$ cat src/rtl/point_gen.sv
// point_gen -- scores a point when the ball overlaps the target for enough
// pixels within one video frame, then holds off scoring for a number of
// frames.
//
// Optional feature: define POINT_GEN_HITCNT_EN to build the running
// point counter on hit_cnt; otherwise hit_cnt is tied to zero.
//
// Parameters
//   MIN_OVERLAP      overlapping ball/target pixels per frame needed to score
//   COOLDOWN_FRAMES  frames ignored after a point (0 = no cooldown)
//
// Ports
//   clk148       in   pixel clock, all logic on the rising edge
//   rst_n        in   asynchronous reset, active-high (legacy name)
//   game_en      in   level, 0 forces IDLE
//   frame_start  in   one-cycle pulse at start of vertical blanking
//   ball_px      in   current pixel belongs to the ball
//   target_px    in   current pixel belongs to the target
//   point        out  one-cycle score pulse (high exactly in FIRE)
//   busy         out  high exactly in COOLDOWN
//   hit_cnt      out  total points issued (0 unless POINT_GEN_HITCNT_EN)
module point_gen #(
  parameter int MIN_OVERLAP     = 4,
  parameter int COOLDOWN_FRAMES = 30
) (
  input  logic        clk148,
  input  logic        rst_n,
  input  logic        game_en,
  input  logic        frame_start,
  input  logic        ball_px,
  input  logic        target_px,
  output logic        point,
  output logic        busy,
  output logic [15:0] hit_cnt
);

  typedef enum logic [1:0] {
    IDLE     = 2'd0,
    ARMED    = 2'd1,
    FIRE     = 2'd2,
    COOLDOWN = 2'd3
  } state_t;

  localparam logic [15:0] MIN_OV  = 16'(MIN_OVERLAP);
  localparam logic [7:0]  CD_LOAD = 8'(COOLDOWN_FRAMES);

  state_t      state_q, state_d;
  logic [15:0] ov_cnt_q, ov_cnt_d;
  logic [7:0]  cd_cnt_q, cd_cnt_d;
  logic        point_q, point_d;
  logic        busy_q, busy_d;

  logic overlap;
  assign overlap = ball_px & target_px;

  always_comb begin
    state_d  = state_q;
    ov_cnt_d = ov_cnt_q;
    cd_cnt_d = cd_cnt_q;

    if (!game_en) begin
      // Dropping the game enable wins over everything, including a
      // frame_start in the same cycle, and discards partial progress.
      state_d  = IDLE;
      ov_cnt_d = '0;
      cd_cnt_d = '0;
    end else begin
      case (state_q)
        IDLE: begin
          state_d  = ARMED;
          ov_cnt_d = '0;
        end
        ARMED: begin
          if (frame_start) begin
            // Overlap on the frame_start cycle itself belongs to no frame.
            ov_cnt_d = '0;
            if (ov_cnt_q >= MIN_OV) state_d = FIRE;
          end else if (overlap && (ov_cnt_q != 16'hFFFF)) begin
            ov_cnt_d = ov_cnt_q + 16'd1;
          end
        end
        FIRE: begin
          // A frame_start seen here is deliberately ignored.
          if (COOLDOWN_FRAMES == 0) begin
            state_d  = ARMED;
            ov_cnt_d = '0;
          end else begin
            state_d  = COOLDOWN;
            cd_cnt_d = CD_LOAD;
          end
        end
        COOLDOWN: begin
          if (frame_start) begin
            if (cd_cnt_q <= 8'd1) begin
              state_d  = ARMED;
              ov_cnt_d = '0;
              cd_cnt_d = '0;
            end else begin
              cd_cnt_d = cd_cnt_q - 8'd1;
            end
          end
        end
        default: begin
          state_d  = IDLE;
          ov_cnt_d = '0;
          cd_cnt_d = '0;
        end
      endcase
    end

    // Outputs are registered copies of the next state so they line up
    // exactly with the state register.
    point_d = (state_d == FIRE);
    busy_d  = (state_d == COOLDOWN);
  end

`ifdef POINT_GEN_HITCNT_EN
  logic [15:0] hit_cnt_q, hit_cnt_d;

  always_comb begin
    hit_cnt_d = hit_cnt_q;
    if ((state_q == FIRE) && (hit_cnt_q != 16'hFFFF)) hit_cnt_d = hit_cnt_q + 16'd1;
  end

  always_ff @(posedge clk148 or posedge rst_n) begin
    if (rst_n) hit_cnt_q <= '0;
    else       hit_cnt_q <= hit_cnt_d;
  end

  assign hit_cnt = hit_cnt_q;
`else
  assign hit_cnt = 16'd0;
`endif

  // rst_n is active-high despite its name.
  always_ff @(posedge clk148 or posedge rst_n) begin
    if (rst_n) begin
      state_q  <= IDLE;
      ov_cnt_q <= '0;
      cd_cnt_q <= '0;
      point_q  <= 1'b0;
      busy_q   <= 1'b0;
    end else begin
      state_q  <= state_d;
      ov_cnt_q <= ov_cnt_d;
      cd_cnt_q <= cd_cnt_d;
      point_q  <= point_d;
      busy_q   <= busy_d;
    end
  end

  assign point = point_q;
  assign busy  = busy_q;

endmodule
$ cat config.mk
export PLATFORM = sky130hd
export DESIGN_NAME = point_gen
export DESIGN_NICKNAME = d
export VERILOG_FILES = /design/src/rtl/point_gen.sv
export SDC_FILE = /design/constraint.sdc
export NUM_CORES = 1
export LEC_CHECK = 0
export CAP_MARGIN = 20
export CORE_UTILIZATION = 55
export CTS_CLUSTER_SIZE = 30
export DETAILED_ROUTE_END_ITERATION = 6
export PLACE_DENSITY_LB_ADDON = 0.08
export SYNTH_ARGS = -nofsm -noshare
export SYNTH_HDL_FRONTEND = slang
export SYNTH_SLANG_ARGS = --single-unit
$ cat constraint.sdc
create_clock -name clk148 -period 2.25 [get_ports clk148]
set_input_delay 0.675 -clock clk148 [delete_from_list [all_inputs] [get_ports clk148]]
set_output_delay 0.675 -clock clk148 [all_outputs]
set_load 0.05 [all_outputs]
==> run_results.csv <==
group,metric,value,unit
critical_path,cp_num_buf_inv,1,
critical_path,critPathKind,"reg2out",
detailed_routing,drc,0,
clocking,numCtsBuffers,3,
detailed_routing,drt-total-wl,4150,µm
layout,seqCellArea,701,µm²
layout,multiInputGateArea,1070,µm²
layout,fin_util,0.616,
critical_path,cp-end-kind,"output port",
global_routing,grt_pass1_vias,1515,
pwr,power_leakage,0.878,nW
placed_design,hpwl,2940,µm
clocking,max-clock-path-buffers,2,
sta,fin_crit,2.15,ns
logic_synthesis,synthFlopType,"dfrtp_1",
floorplanning,core_area,3340,µm²
detailed_routing,final_antenna_net_count,0,
clocking,cts_tree,"done",
logic_synthesis,synth_top_cell_area_share,0.367,
logic_synthesis,yosysMostFrequentCell,"dfrtp_1",
clocking,clock_latency,0.33,ns
logic_synthesis,synth-async-reset-ratio,1.00,
floorplanning,die_h,60.9,µm
sta,setup_viol,0,
placed_design,io_buffers,7,
critical_path,cpPeakStageDelay,0.79,ns
layout,area_delta_synth_final,7.87,%
logic_synthesis,synth_edf_count,0,
floorplanning,dieArea,3710,µm²
placed_design,gp_congestion,0.918,
global_routing,grt_usage,0.243,
flow_run,maxCapViolCount,0,
outcome,status,"complete, no violations",
layout,antenna_cells,0,
global_routing,antenna_found_initial,0,
logic_synthesis,syn_area,1910,µm²
clocking,clkTransAtPathRegs,0.15,ns
detailed_routing,first_pass_iters,4,
sta,max_slew_margin,0.660,
logic_synthesis,syn_avg_cell_area,8.51,µm²
layout,num-nets-final,245,
sta,period_share,0.957,
pwr,p_per_area,465,nW/µm²
clocking,clock-root-buffer,"clkbuf_4",
sta,clock_skew,0.00132,ns
sta,drv_slew,0,
logic_synthesis,synth_area_leaders,"dfrtp_1, buf_4, nand2_1",
detailed_routing,vias_per_cell,6.00,
placed_design,dpl-instance-area,2000,µm²
sta,finalSetupTns,0,ns
logic_synthesis,yosysTopAreaCell,"dfrtp_1",
global_routing,grt_pass1_wl,6690,µm
sta,rsz0062_at_grt,"false",
sta,clock.fmax,465,MHz
critical_path,crit_family,"buffers and inverters",
logic_synthesis,synth_warnings,0,
logic_synthesis,syn_inst,224,
floorplanning,initial_core_util,0.571,
worst_hold_path,min_path_type,"reg2reg",
layout,design_area,2060,µm²
layout,fill_cells,315,
critical_path,arrival,1.48,ns
detailed_routing,wl_per_cell,14.8,µm
critical_path,crit_path_top_delay_cell,"clkdlybuf4s50_1",
critical_path,worstPathRequired,1.57,ns
critical_path,worstPathMaxFanout,1,
detailed_routing,drtIter0Drc,179,
clocking,htreeDepth,1,
logic_synthesis,ys_ff_latch,28,
sta,tightest_slew,0.510,ns
global_routing,overflow,0,
critical_path,cp_cell_sequence,"clkdlybuf4s50_1",
layout,drive_gt1_frac,0.137,
logic_synthesis,ys_seq_area_frac,0.367,
sta,hold_violations,0,
clocking,clkSinkCount,28,
floorplanning,rows,21,
detailed_routing,vias,1679,
logic_synthesis,ys_types,49,
critical_path,critPathLaunchType,"flop",
logic_synthesis,synthTopCellsByCount,"dfrtp_1, nand2_1, nor2_1",
pwr,vdd_drop_max,0.000255,V
global_routing,grt_max_degree,29,
pwr,p_total,0.956,mW
floorplanning,io_pins,24,
floorplanning,die-width,60.9,µm
power by group:
part / switching [mW] / internal [mW] / leakage, nW
clock network: 0.153 / 0.180 / 0.0279
logic: 0.0924 / 0.0223 / 0.461
registers: 0.00251 / 0.505 / 0.389
total: 0.248 / 0.707 / 0.878
path summary, 6_finish.rpt:
path / slack [ns] / startpoint / cells past startpoint / end
max: 0.1 / point / 1 / point
min: 0.53 / cd_cnt_q[7] / 1 / cd_cnt_q[7]
max reg2reg: 0.24 / cd_cnt_q[0] / 6 / cd_cnt_q[7]
min reg2reg: 0.53 / cd_cnt_q[7] / 1 / cd_cnt_q[7]
max in group asynchronous: 1.31 / rst_n / 3 / busy
min in group asynchronous: 0.68 / rst_n / 3 / ov_cnt_q[3]
flip-flops by register name (all words and copies together), names as in the netlist:
name and cells:
ov_cnt_q 16, busy 1, cd_cnt_q 8, point 1
state_q 2
cell families (layout without fill, tap and decap cells):
family,after synthesis,in the layout,share of synthesized area
flip-flops,28,28,0.367
AO/OA/AOI/OAI,50,50,0.183
other,1,16,0.00197
buffers and inverters,33,28,0.103
AND/OR/NAND/NOR,107,107,0.313
adder cells (fa/ha/maj),4,4,0.0262
multiplexers,1,1,0.00525
metal layers:
layer,part of all wire,track usage
met3,0.051,0.0320
met2,0.50,0.408
met5,0,0
met1,0.44,0.319
met4,0.015,0.0942
area by class of cell:
cell class                      count  share of cell area
Inverter                            6              0.0109
Sequential cell                    28               0.341
Clock buffer                        3              0.0109
Multi-Input combinational cell    178               0.519
Timing Repair Buffer               18              0.0754
Clock inverter                      1              0.0146
Tap cell                           46              0.0280
cells in the final DEF, fill, tap and decap left out, drive strengths merged, types with 6 or more instances in the layout:
| cell type | netlist | layout |
|---|---|---|
| inv | 6 | 6 |
| nand2 | 25 | 25 |
| dfrtp | 28 | 28 |
| o21ai | 17 | 17 |
| clkdlybuf4s50 | 0 | 6 |
| conb | 1 | 16 |
| nand3 | 13 | 13 |
| nor4 | 7 | 7 |
| nor2 | 25 | 25 |
| nor3 | 9 | 9 |
| buf | 20 | 11 |
| a31oi | 16 | 16 |
| nand4 | 6 | 6 |
per-stage QoR:
stage,setup slack (ns),cells,hold WS [ns]
floorplan,0.353,239,0.466
global placement,-0.0228,276,0.500
detailed placement,-0.0802,276,0.505
CTS,0.0414,280,0.524
global route,0.0535,280,0.541
finish,0.0974,280,0.530
what timing repair did:
action                     CTS  global route
resized for setup            0             2
setup buffers                0             0
setup endpoints to repair    0             3
hold buffers                 0             0
Power figures use the tool's default switching activity.
